File: config.mk
export PLATFORM = sky130hd
export DESIGN_NAME = dmem_arbiter_flat
export DESIGN_NICKNAME = d
export VERILOG_FILES = /design/src/rtl/dmem_arbiter_if.sv /design/src/rtl/dmem_arbiter.sv /design/src/flat_wrapper.sv
export SDC_FILE = /design/constraint.sdc
export NUM_CORES = 1
export LEC_CHECK = 0
export CAP_MARGIN = 20
export CELL_PAD_IN_SITES_DETAIL_PLACEMENT = 0
export CELL_PAD_IN_SITES_GLOBAL_PLACEMENT = 2
export CORE_MARGIN = 8
export CORE_UTILIZATION = 10
export DETAILED_ROUTE_END_ITERATION = 10
export HOLD_SLACK_MARGIN = 0.02
export PLACE_DENSITY = 0.95
export SLEW_MARGIN = 25
export SYNTH_ARGS = -nofsm -noshare
export SYNTH_HDL_FRONTEND = slang
export SYNTH_SLANG_ARGS = --single-unit
export TNS_END_PERCENT = 20
File: constraint.sdc
create_clock -name clk -period 7 [get_ports clk]
set_input_delay 2.1 -clock clk [delete_from_list [all_inputs] [get_ports clk]]
set_output_delay 2.1 -clock clk [all_outputs]
set_load 0.03 [all_outputs]
File: src/rtl/dmem_arbiter_if.sv
// dmem_arbiter_if: bundles the two requester ports, the memory port and the
// busy flag of the data-memory arbiter.
//   m0_* : core LSU requester (req, we, addr, wdata, gnt, rvalid, rdata)
//   m1_* : program loader requester (same set plus m1_lock)
//   mem_*: single-port memory (we, addr, wd out of the arbiter; rd back in)
//   busy : one or more reads in flight
// Modports:
//   slave  : arbiter view
//   master : environment view (requesters and memory model)
interface dmem_arbiter_if #(
    parameter int unsigned AW = 32,
    parameter int unsigned DW = 32
);
    logic          m0_req;
    logic          m0_we;
    logic [AW-1:0] m0_addr;
    logic [DW-1:0] m0_wdata;
    logic          m0_gnt;
    logic          m0_rvalid;
    logic [DW-1:0] m0_rdata;

    logic          m1_req;
    logic          m1_we;
    logic [AW-1:0] m1_addr;
    logic [DW-1:0] m1_wdata;
    logic          m1_lock;
    logic          m1_gnt;
    logic          m1_rvalid;
    logic [DW-1:0] m1_rdata;

    logic          mem_we;
    logic [AW-1:0] mem_addr;
    logic [DW-1:0] mem_wd;
    logic [DW-1:0] mem_rd;

    logic          busy;

    modport slave (
        input  m0_req, m0_we, m0_addr, m0_wdata,
        input  m1_req, m1_we, m1_addr, m1_wdata, m1_lock,
        input  mem_rd,
        output m0_gnt, m0_rvalid, m0_rdata,
        output m1_gnt, m1_rvalid, m1_rdata,
        output mem_we, mem_addr, mem_wd,
        output busy
    );

    modport master (
        output m0_req, m0_we, m0_addr, m0_wdata,
        output m1_req, m1_we, m1_addr, m1_wdata, m1_lock,
        output mem_rd,
        input  m0_gnt, m0_rvalid, m0_rdata,
        input  m1_gnt, m1_rvalid, m1_rdata,
        input  mem_we, mem_addr, mem_wd,
        input  busy
    );
endinterface

File: src/rtl/dmem_arbiter.sv
// dmem_arbiter: two-requester arbiter in front of a single-port data memory.
// Grants are combinational (round-robin on ties); the loader (m1) can take an
// exclusive lock that keeps the core LSU (m0) off the memory. Read responses
// are routed back through an RD_LAT-deep {valid, id} pipeline.
// Ports:
//   clk  : clock, all state on posedge
//   rstn : synchronous active-low reset; forces every output to 0 while low
//   bus  : dmem_arbiter_if.slave (requester handshakes, memory port, busy)
// Parameters: AW address width, DW data width, RD_LAT read latency (1..4).
module dmem_arbiter #(
    parameter int unsigned AW     = 32,
    parameter int unsigned DW     = 32,
    parameter int unsigned RD_LAT = 1
) (
    input logic           clk,
    input logic           rstn,
    dmem_arbiter_if.slave bus
);

    typedef enum logic {OPEN, LOCKED} lock_state_e;
    typedef enum logic {OWN_M0, OWN_M1} owner_e;

    lock_state_e       lock_q, lock_d;
    owner_e            last_q, last_d;
    logic [RD_LAT-1:0] vld_q, vld_d;
    logic [RD_LAT-1:0] id_q, id_d;

    logic          m1_rd_inflight;
    logic          unlock_ok;
    logic          m0_allowed;
    logic          gnt0, gnt1;
    logic          we;
    logic [AW-1:0] addr;
    logic [DW-1:0] wd;
    logic          rsp_vld, rsp_id;

    // Any pending m1 read, including one returning this cycle, holds the lock.
    assign m1_rd_inflight = |(vld_q & id_q);
    assign unlock_ok      = !bus.m1_lock && !m1_rd_inflight;

    always_ff @(posedge clk) begin
        if (!rstn) begin
            lock_q <= OPEN;
            last_q <= OWN_M1;
            vld_q  <= '0;
            id_q   <= '0;
        end else begin
            lock_q <= lock_d;
            last_q <= last_d;
            vld_q  <= vld_d;
            id_q   <= id_d;
        end
    end

    always_comb begin
        lock_d     = lock_q;
        last_d     = last_q;
        gnt0       = 1'b0;
        gnt1       = 1'b0;
        we         = 1'b0;
        addr       = '0;
        wd         = '0;
        vld_d      = '0;
        id_d       = '0;
        // The unlock condition is evaluated combinationally so m0 can be
        // granted in the very cycle the lock is released.
        m0_allowed = (lock_q == OPEN) || unlock_ok;

        if (rstn) begin
            if (bus.m0_req && m0_allowed && (!bus.m1_req || last_q == OWN_M1)) begin
                gnt0 = 1'b1;
            end else if (bus.m1_req) begin
                gnt1 = 1'b1;
            end
        end

        if (gnt0) begin
            we     = bus.m0_we;
            addr   = bus.m0_addr;
            wd     = bus.m0_wdata;
            last_d = OWN_M0;
        end else if (gnt1) begin
            we     = bus.m1_we;
            addr   = bus.m1_addr;
            wd     = bus.m1_wdata;
            last_d = OWN_M1;
        end

        case (lock_q)
            OPEN:    if (gnt1 && bus.m1_lock) lock_d = LOCKED;
            LOCKED:  if (unlock_ok)           lock_d = OPEN;
            default: lock_d = OPEN;
        endcase

        vld_d[0] = (gnt0 || gnt1) && !we;
        id_d[0]  = gnt1;
        for (int unsigned i = 1; i < RD_LAT; i++) begin
            vld_d[i] = vld_q[i-1];
            id_d[i]  = id_q[i-1];
        end
    end

    assign rsp_vld = rstn && vld_q[RD_LAT-1];
    assign rsp_id  = id_q[RD_LAT-1];

    assign bus.m0_gnt    = gnt0;
    assign bus.m1_gnt    = gnt1;
    assign bus.mem_we    = we;
    assign bus.mem_addr  = addr;
    assign bus.mem_wd    = wd;
    assign bus.m0_rvalid = rsp_vld && !rsp_id;
    assign bus.m1_rvalid = rsp_vld && rsp_id;
    assign bus.m0_rdata  = (rsp_vld && !rsp_id) ? bus.mem_rd : '0;
    assign bus.m1_rdata  = (rsp_vld && rsp_id) ? bus.mem_rd : '0;
    assign bus.busy      = rstn && (|vld_q);

endmodule

File: src/flat_wrapper.sv
// flat-port wrapper written by rule: the top's interface ports become plain ports
module dmem_arbiter_flat 
#(
    parameter int unsigned AW     = 32,
    parameter int unsigned DW     = 32,
    parameter int unsigned RD_LAT = 1
)
  (clk, rstn, bus_m0_req, bus_m0_we, bus_m0_addr, bus_m0_wdata, bus_m1_req, bus_m1_we, bus_m1_addr, bus_m1_wdata, bus_m1_lock, bus_mem_rd, bus_m0_gnt, bus_m0_rvalid, bus_m0_rdata, bus_m1_gnt, bus_m1_rvalid, bus_m1_rdata, bus_mem_we, bus_mem_addr, bus_mem_wd, bus_busy);
  dmem_arbiter_if #(.AW(AW), .DW(DW)) bus_i ();
  input logic clk;
  input logic rstn;
  input wire logic [$bits(bus_i.m0_req)-1:0] bus_m0_req;
  input wire logic [$bits(bus_i.m0_we)-1:0] bus_m0_we;
  input wire logic [$bits(bus_i.m0_addr)-1:0] bus_m0_addr;
  input wire logic [$bits(bus_i.m0_wdata)-1:0] bus_m0_wdata;
  input wire logic [$bits(bus_i.m1_req)-1:0] bus_m1_req;
  input wire logic [$bits(bus_i.m1_we)-1:0] bus_m1_we;
  input wire logic [$bits(bus_i.m1_addr)-1:0] bus_m1_addr;
  input wire logic [$bits(bus_i.m1_wdata)-1:0] bus_m1_wdata;
  input wire logic [$bits(bus_i.m1_lock)-1:0] bus_m1_lock;
  input wire logic [$bits(bus_i.mem_rd)-1:0] bus_mem_rd;
  output wire logic [$bits(bus_i.m0_gnt)-1:0] bus_m0_gnt;
  output wire logic [$bits(bus_i.m0_rvalid)-1:0] bus_m0_rvalid;
  output wire logic [$bits(bus_i.m0_rdata)-1:0] bus_m0_rdata;
  output wire logic [$bits(bus_i.m1_gnt)-1:0] bus_m1_gnt;
  output wire logic [$bits(bus_i.m1_rvalid)-1:0] bus_m1_rvalid;
  output wire logic [$bits(bus_i.m1_rdata)-1:0] bus_m1_rdata;
  output wire logic [$bits(bus_i.mem_we)-1:0] bus_mem_we;
  output wire logic [$bits(bus_i.mem_addr)-1:0] bus_mem_addr;
  output wire logic [$bits(bus_i.mem_wd)-1:0] bus_mem_wd;
  output wire logic [$bits(bus_i.busy)-1:0] bus_busy;
  assign bus_i.m0_req = bus_m0_req;
  assign bus_i.m0_we = bus_m0_we;
  assign bus_i.m0_addr = bus_m0_addr;
  assign bus_i.m0_wdata = bus_m0_wdata;
  assign bus_i.m1_req = bus_m1_req;
  assign bus_i.m1_we = bus_m1_we;
  assign bus_i.m1_addr = bus_m1_addr;
  assign bus_i.m1_wdata = bus_m1_wdata;
  assign bus_i.m1_lock = bus_m1_lock;
  assign bus_i.mem_rd = bus_mem_rd;
  assign bus_m0_gnt = bus_i.m0_gnt;
  assign bus_m0_rvalid = bus_i.m0_rvalid;
  assign bus_m0_rdata = bus_i.m0_rdata;
  assign bus_m1_gnt = bus_i.m1_gnt;
  assign bus_m1_rvalid = bus_i.m1_rvalid;
  assign bus_m1_rdata = bus_i.m1_rdata;
  assign bus_mem_we = bus_i.mem_we;
  assign bus_mem_addr = bus_i.mem_addr;
  assign bus_mem_wd = bus_i.mem_wd;
  assign bus_busy = bus_i.busy;
  dmem_arbiter #(.AW(AW), .DW(DW), .RD_LAT(RD_LAT)) u_core (.clk(clk), .rstn(rstn), .bus(bus_i));
endmodule
# Yosys cells after proc, flatten, opt, wreduce, memory -nomap -nowiden
# Cells that the tools add are included.
[op_classes] n_mux=18 reduce_logical=17 bitwise_logic=2
[ops] operator="32-bit 2-to-1 mux" count=6
[ops] operator="1-bit 2-to-1 mux" count=11
[ops] operator="1-bit logical AND" count=8
[ops] operator="1-bit zero test" count=5
[ops] operator="1-bit logical OR" count=3
[ops] operator="1-bit case mux with 2 select lines" count=1
[ops] operator="2-bit nonzero test" count=1
[ops] operator="1-bit AND" count=1
[ops] operator="1-bit inverter" count=1
[word_totals] input_bits=167 register_bits=4 out_inout_bits=134 word_cells=41

# Logic depth before layout (Yosys ltp)
# Gate-level depths: netlist (run 1).
[logic_depth] ltp_word=12 ltp_mapped=5 depth_no_buf=3

# Worst setup path before layout (run 1)
# Ideal clock, no wire load.
[synth_timing] path_kind="input to output" from="input rstn" to="output bus_m0_rdata[21]" path_buffers=1 slack_ns=1.609 required_time_ns=4.900 t_arrival_ns=3.291 path_stages=4 cell_sequence="and2_1 nor2b_1 buf_2 and2_1"
[synth_via] elab_chain_len=3
[synth_lines] element="from (decl)" line="flat_wrapper.sv:11" rtl="input logic rstn;"
[synth_lines] element="1-bit logical AND" line="dmem_arbiter.sv:103" rtl="assign rsp_vld = rstn && vld_q[RD_LAT-1];"
[synth_lines] element="1-bit logical AND"
[synth_lines] element="net bus_m0_rvalid" line="flat_wrapper.sv:23" rtl="output wire logic [$bits(bus_i.m0_rvalid)-1:0] bus_m0_rvalid;"
[synth_lines] element="32-bit 2-to-1 mux" line="dmem_arbiter.sv:113" rtl="assign bus.m0_rdata = (rsp_vld && !rsp_id) ? bus.mem_rd : '0;"
[synth_lines] element="to (decl)" line="flat_wrapper.sv:24" rtl="output wire logic [$bits(bus_i.m0_rdata)-1:0] bus_m0_rdata;"
# The timed path passes the listed nets, and every way through them passes these cells.

# Worst setup path in the final report (run 1)
[layout_timing] from="input rstn" to="output bus_mem_wd[2]"
[layout_via] elab_chain_len=3 word_cells_on_any_way=4 cone_classes="mux: 4"
[layout_lines] element="1-bit 2-to-1 mux" line="dmem_arbiter.sv:69" rtl="if (rstn) begin"
[layout_lines] element="32-bit 2-to-1 mux" line="dmem_arbiter.sv:82" rtl="end else if (gnt1) begin"
[layout_lines] element="32-bit 2-to-1 mux (*)" line="dmem_arbiter.sv:77" rtl="if (gnt0) begin"
[layout_lines] element="to (decl)" line="flat_wrapper.sv:30" rtl="output wire logic [$bits(bus_i.mem_wd)-1:0] bus_mem_wd;"
# Mark *: on every way between the ends. The rest lies on a longest branch, timed or not.

==> impl_metrics.py, run 1 <==
metrics = {
    "timing": {
        "hold_viol": 0,
        "slew_viol_final": 0,
        "finalSetupViolCount": 0,
        "worst_clock_skew_ns": 0.000296,
        "tightest_slew_ns": 0.394,
        "grt_setup_unrepaired": "no",
        "finalSetupTns_ns": 0,
        "fin_crit_sh_pct": 92.0,
        "hold_ws_ns": 0.538,
        "relSlewSlack_pct": 73.7,
        "finalCriticalPeriod_ns": 6.44,
        "max_freq_mhz": 155,
    },
    "clocking": {
        "postCtsSetupBuffers": 0,
        "clk_pin_slew_ns": 0.03,
        "ctsHoldBuffers": 0,
        "cts_tree": "built",
        "cts-resized-gates": 0,
        "clk_path_buf_depth": 2,
        "cts_max_level": 1,
        "cts_inserted_buffers": 3,
        "cts.sinks": 4,
        "worstSkewPairLatency_ns": 0.22,
        "root_buffer": "clkbuf_16",
    },
    "yosys": {
        "syn_avg_cell_area_um2": 7.51,
        "synth_area_mm2": 0.00130,
        "ys.flop_type": "dfxtp_1",
        "ys_seq_elements": 4,
        "yosys_warnings": 0,
        "yosysMostFrequentCell": "a22o_1",
        "netlist_instances": 173,
        "yosys-top-cells-count": "a22o_1 (66), and2_1 (65), buf_2 (8), clkbuf_1 (5)",
        "synth_edf_count": 0,
        "async_flop_share_pct": 0,
        "synthesis.nets": 340,
        "ys_seq_area_share_pct": 6.17,
        "yosys.area.top_type_share_pct": 44.5,
        "ys_types": 19,
        "synthTopCellsByArea": "a22o_1 (45%), and2_1 (31%), dfxtp_1 (6.2%)",
        "yosysTopAreaCell": "a22o_1",
    },
    "worst_setup_path": {
        "end_kind": "output pin",
        "critPathSlowestCell": "clkdlybuf4s50_1",
        "cp_top_family": "buffers and inverters",
        "path_max_fanout": 67,
        "critPathKind": "input port to output pin",
        "cp_common_cell": "clkdlybuf4s50_1",
        "critPathArrivalTime_ns": 4.34,
        "regToRegStartpoint": "u_core.vld_q$_SDFF_PN0_",
        "worstPathRequired_ns": 4.90,
        "cp_num_buf_inv": 3,
        "crit_chain": "clkdlybuf4s50_1 > nand2_1 > a221oi_4 > buf_12 > a22o_1 > clkdlybuf4s50_1",
        "timing.rr.end": "u_core.vld_q$_SDFF_PN0_",
        "ff2ff_path_depth": 4,
        "timing.reg2reg.setup_slack_ns": 5.64,
        "crit_path_start_kind": "input port",
        "critPathMaxStageDelay_ns": 0.73,
    },
    "global_route": {
        "grt_pass1_vias": 2641,
        "use_met1_pct": 9.51,
        "gr-usage-met3_pct": 5.06,
        "grt.total_usage_pct": 10.8,
        "antenna_found_initial": 0,
        "grt_max_degree": 68,
        "grt.busiest_layer": "met2",
        "grt.met2_usage_pct": 21.6,
        "overflow": 0,
        "grt_first_pass_wirelength_mm": 14.5,
    },
    "power": {
        "leakagePower_nw": 1.73,
        "peakVddDrop_mv": 0.0432,
        "power_density_mw_per_mm2": 89.2,
    },
    "flow_run": {
        "maxCapViolCount": 0,
    },
    "run_status": {
        "outcome": "finished, final reports clean",
    },
    "die": {
        "core_mm2": 0.0127,
        "start_util_pct": 10.2,
        "ioPinCount": 301,
        "die-area_mm2": 0.0169,
        "die_height_um": 130,
        "fp-row-count": 41,
        "die_w_um": 130,
    },
    "placement": {
        "post_dp_cell_area_mm2": 0.00446,
        "io_buffers": 300,
        "gp_congestion": 0.862,
        "hpwl_mm": 9.23,
    },
    "layout": {
        "final_area_mm2": 0.00454,
        "antenna_cells": 0,
        "nets": 629,
        "area_growth_pct": 249,
        "nFillCells": 1317,
        "drive_gt1_share_pct": 1.96,
    },
    "route": {
        "dr.pass1.iters": 4,
        "routed_via_density": 3.98,
        "antenna_left": 0,
        "drt_wl_total_mm": 10.4,
        "drt_iter0_drc": 73,
        "num_vias": 2516,
        "drcViolationCount": 0,
        "wl_per_cell_um": 16.4,
    },
    "hold_path": {
        "hold_path_class": "flop to flop",
        "min_from": "u_core.last_q$_SDFFE_PN1P_",
        "min_path_cells": 2,
        "worstHoldEndpoint": "u_core.last_q$_SDFFE_PN1P_",
    },
}
## state kept, by name, indices dropped and copies added (netlist names)
register and flops:
u_core.last_q 1, u_core.id_q 1, u_core.vld_q 1, u_core.lock_q 1
## cell families after synthesis
group | share of synthesized area (%)
buf+inv | 10.3
flops | 6.17
simple gates | 34.4
compound gates | 49.1
## report_power, final
group	switching [mW]	total [mW]	internal (mW)
Combinational	0.128	0.291	0.163
Clock	0.0154	0.0883	0.0729
Sequential	0.00108	0.0254	0.0244
## placed cells by master, fill, tap and decap left out, drive strengths merged
master         Yosys  final
clkdlybuf4s50      0    300
a21o               1      1
a221oi             1      1
a22o              66     66
a21oi              1      1
nor2b              1      1
clkbuf             5      3
nand4              1      1
buf               15      4
nor2               1      1
a21boi             1      1
dfxtp              4      4
nand2              3      3
o21ai              1      1
inv                3      3
a32o               2      2
and3               2      2
and2              65     65
## through the flow
step | power [mW] | instances | util, % | worst slack (ns)
after floorplan | 0.147 | 173 | - | 1.61
after global placement | 0.318 | 629 | 35.2 | 0.591
after detailed placement | 0.320 | 629 | 35.2 | 0.538
after CTS | 0.411 | 632 | 35.8 | 0.534
after global routing | 0.425 | 632 | 35.8 | 0.425
final | 0.405 | 632 | 35.8 | 0.562
## metal layers
metal | vias to the layer above | part of all wire (%) | wire length (um)
li1 | 1228 | - | -
met1 | 1103 | 33 | 3410
met2 | 179 | 52 | 5380
met3 | 6 | 14 | 1430
met4 | 0 | 1.3 | 134
met5 | - | 0 | 0
## worst register-to-register path: stages (launching register included)
cell and delay (ns):
dfxtp_1 0.30, a21o_1 0.24, a221oi_4 0.29, buf_12 0.30, a22o_1 0.18
## final cells by class
type,instances,area [um2],share of cell area (%)
repair buffers,304,3060,67.4
multi-input cells,146,1100,24.2
well taps,172,215,4.74
flip-flops and latches,4,80.1,1.77
clock buffers,3,75.1,1.65
inverters,3,11.3,0.248
## worst max path at each step
| stage | end | from | depth (start not counted) | slack [ns] |
|---|---|---|---|---|
| 4_1_cts | bus_mem_wd[2] | rstn | 6 | 0.53 |
| 3_3_place_gp | bus_mem_wd[8] | bus_m1_req | 6 | 0.59 |
| 6_report | bus_mem_wd[2] | rstn | 6 | 0.56 |
| 3_5_place_dp | bus_mem_wd[2] | rstn | 6 | 0.54 |
| 5_1_grt | bus_mem_wd[2] | rstn | 6 | 0.43 |
| 2_1_floorplan | bus_m0_rdata[21] | rstn | 4 | 1.61 |
No activity file was read; power rests on OpenSTA's default activity.
==> inputs of run 2 (changes only) <==
GPL_ROUTABILITY_DRIVEN = 0   (was not set)
==> results of run 2 <==
No change in the layout: final DEF, timing and power equal those of run 1.
